`config.mk`:
```
export PLATFORM = sky130hd
export DESIGN_NAME = watch_time_counter
export DESIGN_NICKNAME = d
export VERILOG_FILES = /design/src/rtl/watch_pkg.sv /design/src/rtl/bcd_mod_counter.sv /design/src/rtl/watch_time_counter.sv
export SDC_FILE = /design/constraint.sdc
export NUM_CORES = 1
export LEC_CHECK = 0
export BUFFER_PORTS_ARGS = -buffer_cell sky130_fd_sc_hd__buf_2
export CAP_MARGIN = 20
export CORE_ASPECT_RATIO = 1.5
export CORE_MARGIN = 2
export CORE_UTILIZATION = 47
export CTS_BUF_LIST = sky130_fd_sc_hd__clkbuf_8 sky130_fd_sc_hd__clkbuf_16
export CTS_CLUSTER_DIAMETER = 120
export DETAILED_ROUTE_END_ITERATION = 7
export PLACE_DENSITY = 0.76
export REMOVE_ABC_BUFFERS = 1
export SETUP_SLACK_MARGIN = 0.02
export SKIP_CTS_REPAIR_TIMING = 1
export SLEW_MARGIN = 25
export SYNTH_ARGS = -nofsm -noshare
export SYNTH_HDL_FRONTEND = slang
export SYNTH_SLANG_ARGS = --single-unit
export TNS_END_PERCENT = 20
```
`constraint.sdc`:
```
create_clock -name clk -period 2.2 [get_ports clk]
set_input_delay 0.22 -clock clk [delete_from_list [all_inputs] [get_ports clk]]
set_output_delay 0.22 -clock clk [all_outputs]
set_load 0.01 [all_outputs]
```
`src/rtl/watch_pkg.sv`:
```
// Shared mode encodings, BCD limits and the hour-increment helper for the watch time counter.
package watch_pkg;

  typedef enum logic [1:0] {
    MODE_RUN     = 2'd0,
    MODE_SET_HR  = 2'd1,
    MODE_SET_MIN = 2'd2,
    MODE_RSVD    = 2'd3
  } mode_e;

  localparam int SEC_MAX  = 59;
  localparam int HR24_MAX = 23;
  localparam int HR12_MAX = 12;

  typedef struct packed {
    logic [1:0] tens;
    logic [3:0] ones;
    logic       pm;
  } hour_t;

  // 24h wraps 23->00; 12h wraps 12->01 and toggles pm on 11->12.
  function automatic hour_t hour_inc(input hour_t h, input logic h24);
    hour_t r;
    r = h;
    if (h24) begin
      if (h.tens == 2'(HR24_MAX / 10) && h.ones == 4'(HR24_MAX % 10)) begin
        r.tens = 2'd0;
        r.ones = 4'd0;
      end else if (h.ones == 4'd9) begin
        r.tens = h.tens + 2'd1;
        r.ones = 4'd0;
      end else begin
        r.ones = h.ones + 4'd1;
      end
    end else begin
      if (h.tens == 2'(HR12_MAX / 10) && h.ones == 4'(HR12_MAX % 10)) begin
        r.tens = 2'd0;
        r.ones = 4'd1;
      end else if (h.tens == 2'd1 && h.ones == 4'd1) begin
        r.ones = 4'd2;
        r.pm   = ~h.pm;
      end else if (h.ones == 4'd9) begin
        r.tens = 2'd1;
        r.ones = 4'd0;
      end else begin
        r.ones = h.ones + 4'd1;
      end
    end
    return r;
  endfunction

endpackage

```
`src/rtl/bcd_mod_counter.sv`:
```
// Two-digit BCD counter 00..MAX with synchronous clear; wrap flags the MAX->00 increment.
module bcd_mod_counter #(
  parameter int MAX    = 59,
  parameter int TENS_W = 3
) (
  input  logic              clk,
  input  logic              rst_n,
  input  logic              clr,
  input  logic              inc,
  output logic [3:0]        ones,
  output logic [TENS_W-1:0] tens,
  output logic              wrap
);

  localparam logic [3:0]        ONES_MAX = 4'(MAX % 10);
  localparam logic [TENS_W-1:0] TENS_MAX = TENS_W'(MAX / 10);

  logic [3:0]        ones_q, ones_d;
  logic [TENS_W-1:0] tens_q, tens_d;
  logic              at_max_s;

  assign at_max_s = (ones_q == ONES_MAX) && (tens_q == TENS_MAX);

  always_comb begin
    ones_d = ones_q;
    tens_d = tens_q;
    if (clr) begin
      ones_d = 4'd0;
      tens_d = {TENS_W{1'b0}};
    end else if (inc) begin
      if (at_max_s) begin
        ones_d = 4'd0;
        tens_d = {TENS_W{1'b0}};
      end else if (ones_q == 4'd9) begin
        ones_d = 4'd0;
        tens_d = tens_q + TENS_W'(1);
      end else begin
        ones_d = ones_q + 4'd1;
      end
    end else begin
      ones_d = ones_q;
      tens_d = tens_q;
    end
  end

  always_ff @(posedge clk) begin
    if (!rst_n) begin
      ones_q <= 4'd0;
      tens_q <= {TENS_W{1'b0}};
    end else begin
      ones_q <= ones_d;
      tens_q <= tens_d;
    end
  end

  assign ones = ones_q;
  assign tens = tens_q;
  assign wrap = inc & ~clr & at_max_s;

endmodule

```
`src/rtl/watch_time_counter.sv`:
```
// BCD HH:MM:SS time-of-day counter advanced by rising edges of the divider's slow clock,
// with a RUN -> SET_HR -> SET_MIN set-time FSM driven by one-cycle button pulses.
module watch_time_counter
  import watch_pkg::*;
#(
  parameter int TICKS_PER_SEC = 1,
  parameter bit HOUR_24       = 1'b1
) (
  input  logic       clk,
  input  logic       rst_n,
  input  logic       tick_in,
  input  logic       btn_mode,
  input  logic       btn_inc,
  output logic [3:0] sec_ones,
  output logic [2:0] sec_tens,
  output logic [3:0] min_ones,
  output logic [2:0] min_tens,
  output logic [3:0] hr_ones,
  output logic [1:0] hr_tens,
  output logic       pm,
  output logic [1:0] mode,
  output logic       sec_pulse
);

  localparam int              PW         = (TICKS_PER_SEC > 1) ? $clog2(TICKS_PER_SEC) : 1;
  localparam logic [PW-1:0]   PRESC_LAST = PW'(TICKS_PER_SEC - 1);
  localparam hour_t           HR_RESET   = HOUR_24 ? {2'd0, 4'd0, 1'b0} : {2'd1, 4'd2, 1'b0};

  mode_e         state_q, state_d;
  logic [1:0]    mode_s;
  logic          tick_q;
  logic [PW-1:0] presc_q, presc_d;
  hour_t         hr_q, hr_d;
  logic          sec_pulse_q;

  logic rise_s, advance_s, set_inc_s, sec_clr_s;
  logic sec_wrap_s, min_wrap_s, min_inc_s, hr_inc_s;

  // A rise only counts when the sampled level goes 0->1; tick_q clears on reset.
  assign rise_s    = tick_in & ~tick_q;
  assign advance_s = rise_s && (state_q == MODE_RUN) && (presc_q == PRESC_LAST);
  assign set_inc_s = btn_inc & ~btn_mode;
  assign sec_clr_s = (state_q == MODE_SET_MIN) && btn_mode;
  assign min_inc_s = ((state_q == MODE_SET_MIN) && set_inc_s) || (advance_s && sec_wrap_s);
  assign hr_inc_s  = ((state_q == MODE_SET_HR) && set_inc_s) || (advance_s && min_wrap_s);

  always_ff @(posedge clk) begin
    if (!rst_n) begin
      state_q <= MODE_RUN;
    end else begin
      state_q <= state_d;
    end
  end

  always_comb begin
    state_d = MODE_RUN;
    case (state_q)
      MODE_RUN:     state_d = btn_mode ? MODE_SET_HR  : MODE_RUN;
      MODE_SET_HR:  state_d = btn_mode ? MODE_SET_MIN : MODE_SET_HR;
      MODE_SET_MIN: state_d = btn_mode ? MODE_RUN     : MODE_SET_MIN;
      default:      state_d = MODE_RUN;
    endcase
  end

  always_comb begin
    mode_s = state_q;
  end

  always_comb begin
    presc_d = presc_q;
    if (sec_clr_s) begin
      presc_d = {PW{1'b0}};
    end else if (rise_s && (state_q == MODE_RUN)) begin
      presc_d = advance_s ? {PW{1'b0}} : presc_q + PW'(1);
    end else begin
      presc_d = presc_q;
    end
  end

  always_comb begin
    hr_d = hr_q;
    if (hr_inc_s) begin
      hr_d = hour_inc(hr_q, HOUR_24);
    end else begin
      hr_d = hr_q;
    end
  end

  always_ff @(posedge clk) begin
    if (!rst_n) begin
      tick_q      <= 1'b0;
      presc_q     <= {PW{1'b0}};
      hr_q        <= HR_RESET;
      sec_pulse_q <= 1'b0;
    end else begin
      tick_q      <= tick_in;
      presc_q     <= presc_d;
      hr_q        <= hr_d;
      sec_pulse_q <= advance_s;
    end
  end

  bcd_mod_counter #(.MAX(SEC_MAX), .TENS_W(3)) u_sec (
    .clk  (clk),
    .rst_n(rst_n),
    .clr  (sec_clr_s),
    .inc  (advance_s),
    .ones (sec_ones),
    .tens (sec_tens),
    .wrap (sec_wrap_s)
  );

  bcd_mod_counter #(.MAX(SEC_MAX), .TENS_W(3)) u_min (
    .clk  (clk),
    .rst_n(rst_n),
    .clr  (1'b0),
    .inc  (min_inc_s),
    .ones (min_ones),
    .tens (min_tens),
    .wrap (min_wrap_s)
  );

  assign hr_ones   = hr_q.ones;
  assign hr_tens   = hr_q.tens;
  assign pm        = HOUR_24 ? 1'b0 : hr_q.pm;
  assign mode      = mode_s;
  assign sec_pulse = sec_pulse_q;

endmodule

```
---- Yosys cells after proc, flatten, opt, wreduce, memory -nomap -nowiden ----
Index checks and enable logic that the tools add are counted.
operators by class
  $add $sub $neg .......................... 7
  eq/ne operators ......................... 9
  multiplexer cells ....................... 16
  bitwise operators ....................... 10
  reductions and logical operators ........ 20
operator list
  operator                                                         count
  4-bit two-way mux                                                5
  4-bit by 1-bit adder with 4-bit output, second input constant    3
  4-bit == test, second input constant                             3
  3-bit two-way mux                                                4
  1-bit logical AND                                                10
  3-bit by 1-bit adder with 3-bit output, second input constant    2
  3-bit == test, second input constant                             2
  2-bit two-way mux                                                3
  6-bit two-way mux                                                1
  2-bit one-hot mux with 3 select lines                            1
  2-bit AND reduction                                              3
  2-bit nonzero test                                               3
  1-bit bitwise AND                                                5
  1-bit inverter                                                   5
  2-bit == test, second input constant                             2
  4-bit by 2-bit == test with 1-bit output, second input constant  1
  2-bit by 1-bit adder with 2-bit output, second input constant    1
  2-bit by 1-bit == test with 1-bit output, second input constant  1
  2-bit zero test                                                  1
  1-bit logical OR                                                 2
  1-bit two-way mux                                                2
  2-bit OR reduction                                               1
  1-bit adder, second input constant                               1
storage, ports and cells
  flip-flop bits (word level) ............. 25
  bits of input ports ..................... 5
  output and inout bits ................... 24
  logic and storage cells ................. 72

---- Depth between registers and ports, before layout ----
Gate-level depths: netlist of the first run.
  depth after elaboration ................. 12
  mapped depth ............................ 8
  mapped depth without buffers ............ 7

---- Hierarchy ----
From an unflattened synthesis of the first run, not the netlist that was laid out.
second synthesis, totals
  cells, all modules ...................... 150
  area total of the unflattened synthesis .. 1362.6 sq um
modules (own cells, without submodules)
  module              times used  cells each  area each (sq um)  seq. area each (sq um)
  bcd_mod_counter     2           41          380.4              140.1
  watch_time_counter  1           68          601.8              220.2

---- Worst setup path after synthesis of the first run ----
No wires, ideal clock.
  path type ............................... register to register
  from .................................... reg u_sec.ones_q[0], in the netlist u_sec.ones[0]
  to ...................................... reg hr_q, in the netlist hr_ones[1]
  library setup time ...................... 0.070 ns
  arrival ................................. 2.223 ns
  required time ........................... 2.130 ns
  slack ................................... -0.093 ns
  cell stages (with the launch flop) ...... 8
  path buffers ............................ 1
  period minus slack after synthesis ...... 2.293 ns
  cells stage by stage .................... dfxtp_1 > ha_1 > or4bb_1 > nor4b_4 > a41oi_2 > buf_6 > or3_1 > a21oi_1
on the way
  longest elaborated chain between the ends .. 8
RTL lines
  what                      RTL line                  source
  start: declaration        bcd_mod_counter.sv:18     logic [3:0] ones_q, ones_d;
  start signal: assignment  bcd_mod_counter.sv:51     ones_q <= ones_d;
  4-bit == test             bcd_mod_counter.sv:22     assign at_max_s = (ones_q == ONES_MAX) && (tens_q == TENS_MAX);
  1-bit logical AND         bcd_mod_counter.sv:22
  1-bit bitwise AND         bcd_mod_counter.sv:58     assign wrap = inc & ~clr & at_max_s;
  1-bit logical AND         watch_time_counter.sv:44  assign min_inc_s = ((state_q == MODE_SET_MIN) && set_inc_s) || (advance_s && sec_wrap_s);
  1-bit logical OR          watch_time_counter.sv:44
  1-bit bitwise AND         bcd_mod_counter.sv:58
  1-bit logical AND         watch_time_counter.sv:45  assign hr_inc_s = ((state_q == MODE_SET_HR) && set_inc_s) || (advance_s && min_wrap_s);
  1-bit logical OR          watch_time_counter.sv:45
  end signal: assignment    watch_time_counter.sv:98  hr_q <= hr_d;
  end: declaration          watch_time_counter.sv:33  hour_t hr_q, hr_d;
No other way between the ends.
A chain may end at the register's enable or synchronous reset.

---- Worst setup path in the final report of the first run ----
  from .................................... reg u_sec.ones_q[1], in the netlist u_sec.ones[1]
  to ...................................... reg hr_q, in the netlist hr_ones[2]
The elaborated chain is that of the path after synthesis.

==> results of run 1 <==
flip-flops by register name, summed over array words and instances (netlist names):
signal,count
hr_tens,2
presc_q,1
hr_ones,4
u_min.tens,3
sec_pulse,1
mode,2
u_sec.ones,4
u_sec.tens,3
u_min.ones,4
tick_q,1
per-layer routing:
layer	GRT usage (%)	routed length [um]
met5	0	0
met4	8.929	37
met3	2.674	81
met2	32.64	1523
met1	21.35	1181
per-stage QoR:
stage	TNS [ps]	worst slack (ps)	area, um^2	std cells
after detailed placement	-276.5	-108.9	1520	216
after global placement	-120.8	-66.11	1520	216
after CTS	-878.8	-189.3	1565	220
final	-118.4	-59.38	1623	221
after global routing	-691.7	-133.7	1623	221
after floorplan	-737.3	-205.9	1241	139
worst min path at each step:
stage                         to  depth (start not counted)
after floorplan           tick_q                          1
after global placement    tick_q                          2
after detailed placement  tick_q                          2
after CTS                 tick_q                          2
after global routing      tick_q                          2
final                     tick_q                          2
kinds of logic after synthesis:
logic type / count (synthesis) / synth area share (%)
buffers and inverters: 12 / 4.536
adders and majority gates: 10 / 9.862
DFF: 25 / 39.45
other: 1 / 0.2956
and+or+nand+nor: 60 / 28.11
muxes: 2 / 1.578
AOI/OAI and AO/OA: 29 / 13.41
xor gates and xnor gates: 4 / 2.762
power breakdown:
group / internal [mW] / switching (mW)
Clock: 0.125 / 0.143
Sequential: 0.465 / 0.00854
Combinational: 0.0484 / 0.0533
Total: 0.638 / 0.204
layout by cell type, fill, tap and decap left out, types with 2 or more instances in the layout:
| cell | netlist | layout |
|---|---|---|
| o21ai_0 | 7 | 6 |
| dfxtp_1 | 25 | 23 |
| clkbuf_8 | 0 | 3 |
| xor2_1 | 2 | 2 |
| a21oi_1 | 17 | 17 |
| nand3_1 | 3 | 3 |
| dfxtp_2 | 0 | 2 |
| nand2_1 | 13 | 13 |
| or3_1 | 6 | 6 |
| mux2i_1 | 2 | 2 |
| nor2b_1 | 2 | 2 |
| nand3b_1 | 5 | 5 |
| buf_4 | 1 | 13 |
| or4_1 | 3 | 3 |
| buf_2 | 1 | 27 |
| nor3_1 | 3 | 3 |
| inv_1 | 8 | 8 |
| nor2_1 | 14 | 13 |
| xnor2_1 | 2 | 2 |
| ha_1 | 10 | 9 |
cell type report:
cell class	instances	area, um^2	share of cell area [%]
Timing Repair Buffer	40	232.7	14.34
Inverter	8	30.03	1.850
Tap cell	37	46.29	2.853
Clock buffer	3	41.29	2.544
Clock inverter	1	3.754	0.2313
Sequential cell	25	503.0	30.99
Multi-Input combinational cell	107	765.7	47.19
==> summary.txt, run 1 <==
Worst setup path
  • R2R cell count: 7
  • Critical path depth: 7
  • CP startpoint kind: register
  • Cell family with most CP delay: simple AND/OR/NAND/NOR gates
  • Cell chain of the critical path: inv_2 > ha_4 > or4bb_4 > nor4b_4 > a41oi_4 > or4_1 > a21oi_1
  • CP Class: reg2reg
  • Worst path bufs/invs: 1
  • Endpoint class of the critical path: register
  • Critical path arrival: 2460 ps
  • Crit Reg-Reg Endpoint: hr_ones[2]
  • R2R setup slack: -60 ps
  • Slowest stage cell on the critical path: or4_1
  • Worst Setup SP: u_sec.ones[1]
  • Crit path max fanout: 5
  • CP Capture Point: hr_ones[2]
  • Max incr delay on CP: 520 ps
  • RR Startpoint: u_sec.ones[1]
  • Data required time of the worst path: approximately 2400 ps

Timing
  • Tcrit/Tclk final: 102.7%
  • Setup-failing EPs final: 2
  • Final Hold Viols: 0
  • Fmax: between 400 and 500 MHz
  • RSZ-0062 raised after global routing: yes
  • Pins Over Slew Limit: 0
  • Clock skew: about 3.5 ps
  • Min Tclk post-route: 2259 ps
  • Hold_ws: roughly 180 ps
  • Slew @ Worst Pin: a little over 500 ps
  • PnR worst setup slack: -59.38 ps
  • Max-Slew Margin vs Limit: 66.27%

Die
  • DIE AREA: 3139 um^2
  • Die width: 46.42 um
  • CORE AREA: 2619 um^2
  • Initial Util: 48.45%
  • Die Y-Extent: 67.63 um
  • Row count: 23
  • Num ports: 29

Global routing
  • Aggregate global-route resource usage: 18.69%
  • Global-route wire length before repair: 4381 um
  • Largest net degree at the start of global routing: 16
  • Total global routing overflow: 0
  • Vias in the first global route: 1,104
  • Antenna violations before repair: 0

Finish
  • N_diodes: 0
  • Area Growth Syn to Fin: 27.91%
  • Nets: 200
  • Share of cells above drive strength 1: a little under a third
  • Finished Core Util: 61.97%
  • Fill cells: 217

Synth
  • Share of the synthesized area in the top cell type: 39.45%
  • Post-Synthesis Cell Area: about 1300 um^2
  • Syn. warnings: 0
  • Library cells used by synthesis: 37
  • Synth Instances: 143
  • Post-synth EDFFs: 0
  • Post-synthesis sequential element count: 25
  • Ys async rst share: 0%
  • Synth top area cells: dfxtp_1, ha_1, a21oi_1
  • Synth area leader: dfxtp_1
  • Count leader, synth: dfxtp_1
  • Post-Syn Area per Cell: 8.872 um^2
  • Synth cell count leaders: dfxtp_1, a21oi_1, nor2_1
  • Primary FF master, synth: dfxtp_1
  • Sequential area share after synthesis: 39.45%

Clocking
  • Bufs on Longest Clock Path: 2
  • H-tree level count: 1
  • Clock sinks: 25
  • Clk slew on worst S/H paths: 90 ps
  • CTS root buf: clkbuf_8
  • CTS tree: done
  • Worst-Skew Late Latency: 270 ps
  • TritonCTS buffer count: 3

Drt
  • Number of vias per cell: 5.271
  • 1st-iter DRT viols: 30
  • DRC errors left: 0
  • Vias post-DR: 1,165
  • Final WL: 2823 um
  • First drt pass iteration count: 4
  • Drt wl/cell: 12.77 um
  • Final ANT Viol Nets: 0

Pwr
  • Pwr dens: 519.1 nW/um^2
  • P_leak: 0.6854 nW
  • Total power: 0.8424 mW
  • Worst ir drop on vdd: 0.0005273 V

Worst hold path
  • Worst Hold Launch: tick_in
  • Worst Hold Class: in2reg

Outcome
  • Failing checks: setup timing
  • Status: complete, but fails checks

Place
  • IO buf count: 27
  • GPL Wtd Cong: 0.7092
  • HPWL after DPL: 2120 um

Run
  • Maxcap violations: 0
Power figures use the tool's default switching activity.
==> run 2: changes to the inputs <==
--- a/config.mk
+++ b/config.mk
@@ -14,6 +14,7 @@
 export CTS_CLUSTER_DIAMETER = 120
 export DETAILED_ROUTE_END_ITERATION = 7
 export PLACE_DENSITY = 0.76
+export RECOVER_POWER = 25
 export REMOVE_ABC_BUFFERS = 1
 export SETUP_SLACK_MARGIN = 0.02
 export SKIP_CTS_REPAIR_TIMING = 1
@@ -21,4 +22,3 @@
 export SYNTH_ARGS = -nofsm -noshare
 export SYNTH_HDL_FRONTEND = slang
 export SYNTH_SLANG_ARGS = --single-unit
-export TNS_END_PERCENT = 20
==> run 2 against run 1 <==
Net effect:
- the run still ends with setup timing left
- clock skew increased by 2.0 ps
- first-iteration DRC count increased by 17%
- routed wire length increased by 1.8%
- clock-buffer cell count unchanged
- maximum frequency decreased by 0.11%
- via count increased by 1.8%
- sequential share of layout area decreased by 0.52 points
- critical endpoint is now u_min.ones[2]
- largest power group unchanged
==> summary.txt, run 2 (synthesis results as in run 1) <==
Outcome
  • Status: complete, but fails checks
  • Failing checks: setup timing

Drt
  • First drt pass iteration count: 4
  • DRC errors left: 0
  • Number of vias per cell: 5.295
  • Final WL: 2875 um
  • Vias post-DR: 1,186
  • 1st-iter DRT viols: 35
  • Final ANT Viol Nets: 0
  • Drt wl/cell: 12.83 um

Worst hold path
  • Worst Hold Launch: tick_in
  • Hold path depth: 2
  • Worst Hold Class: in2reg
  • Worst Hold End: tick_q

Worst setup path
  • CP startpoint kind: register
  • Cell chain of the critical path: inv_2 > ha_4 > or4bb_4 > nor4b_4 > buf_4 > nor2_4 > or4_1 > a21oi_1
  • R2R setup slack: -60 ps
  • Endpoint class of the critical path: register
  • Max incr delay on CP: 480 ps
  • Critical path arrival: 2460 ps
  • R2R cell count: 8
  • RR Startpoint: u_sec.ones[1]
  • Crit Reg-Reg Endpoint: u_min.ones[2]
  • CP Class: reg2reg
  • Data required time of the worst path: roughly 2400 ps
  • Slowest stage cell on the critical path: or4bb_4
  • Crit path max fanout: 6

Timing
  • Max-Slew Margin vs Limit: between 50% and 60%
  • Final Hold Viols: 0
  • RSZ-0062 raised after global routing: yes
  • Slew @ Worst Pin: 603.9 ps
  • Hold_ws: 176.7 ps
  • Min Tclk post-route: 2262 ps
  • PnR worst setup slack: -61.85 ps
  • Total negative setup slack: -147.0 ps
  • Fmax: 442.1 MHz
  • Clock skew: 5.508 ps
  • Setup-failing EPs final: 3
  • Tcrit/Tclk final: 102.8%
  • Pins Over Slew Limit: 0

Finish
  • Nets: 203
  • N_diodes: 0
  • Most frequent cells in the layout: buf_2, dfxtp_1, a21oi_1, buf_4
  • Fin cells: 224
  • Cell area after layout: 1650 um^2
  • Area Growth Syn to Fin: 30.08%
  • Most common library cell in the layout ignoring fill and taps: buf_2
  • Fill cells: 215
  • Share of cells above drive strength 1: around a third
  • Finished Core Util: 63.02%

Die
  • Initial Util: 48.45%
  • Num ports: 29
  • DIE AREA: 3139 um^2
  • Row count: 23
  • Die Y-Extent: between 60 and 70 um
  • Die width: 46.42 um
  • CORE AREA: about 2600 um^2

Clocking
  • TritonCTS buffer count: 3
  • CTS tree: done
  • Clock sinks: 25
  • CTS root buf: clkbuf_8
  • Bufs on Longest Clock Path: 2
  • Worst-Skew Late Latency: 270 ps
  • H-tree level count: 1
  • Clk slew on worst S/H paths: 90 ps

Pwr
  • Worst ir drop on vdd: 0.0005289 V
  • P_leak: ~0.70 nW
  • Total power: 0.8472 mW
  • Pwr dens: 513.3 nW/um^2

Global routing
  • Total global routing overflow: 0
  • Aggregate global-route resource usage: a little under a fifth
  • Vias in the first global route: approximately 1,100
  • Global-route wire length before repair: around 4400 um
  • Largest net degree at the start of global routing: 16
  • Antenna violations before repair: 0

Place
  • Post-Place Cell Area: 1520 um^2
  • Placed Instances: around 220
  • GPL Wtd Cong: approximately 0.71
  • Worst slack, placed: -108.9 ps
  • IO buf count: 27
  • HPWL after DPL: 2120 um

Run
  • Maxcap violations: 0
[run 2: cell count changes in the layout (fill, tap and decap cells not counted)]
cell	previous run	this run
o21ai_0	6	5
nor2_2	1	0
o21ai_1	1	2
nor2_4	0	1
buf_4	13	16
[run 2: layout make-up]
type	instances	area (um^2)	area share, %
clock buffers	3	41.29	2.502
clock inverters	1	3.754	0.2274
inverters	8	30.03	1.820
multi-input cells	107	770.7	46.70
flip-flops and latches	25	503.0	30.48
well taps	37	46.29	2.805
repair buffers	43	255.2	15.47
[run 2: worst max-delay path: cells and delay by family, from the launching register on]
kind	cells	cell delay (ps)
AOI/OAI and AO/OA	1	120
adders and majority gates	1	120
buffers and inverters	2	260
DFF	1	330
and+or+nand+nor	4	1380
[run 2: routing by layer]
metal / GRT usage, % / vias to the layer above / wire (um)
met3: 2.674 / 2 / 85
met5: 0 / - / 0
met4: 8.929 / 0 / 23
met1: 21.35 / 566 / 1210
met2: 32.64 / 25 / 1555
li1: - / 593 / -
[run 2: where the power goes]
group          total (mW)  leakage (nW)  switching [mW]  internal, mW
clock network       0.269        0.0269           0.144         0.125
logic               0.105         0.470          0.0544        0.0505
registers           0.473         0.203         0.00855         0.465
[run 2: worst max-delay path by stage]
stage             startpoint  cells past startpoint  slack [ps]            end
2_1_floorplan  u_sec.ones[0]                      6        -210     hr_tens[0]
3_3_place_gp   u_sec.ones[1]                      7         -70     hr_tens[0]
3_5_place_dp   u_sec.ones[1]                      7        -110     hr_tens[0]
4_1_cts        u_sec.ones[1]                      7        -190     hr_tens[0]
5_1_grt        u_sec.ones[1]                      8        -130  u_min.ones[2]
6_report       u_sec.ones[1]                      8         -60  u_min.ones[2]
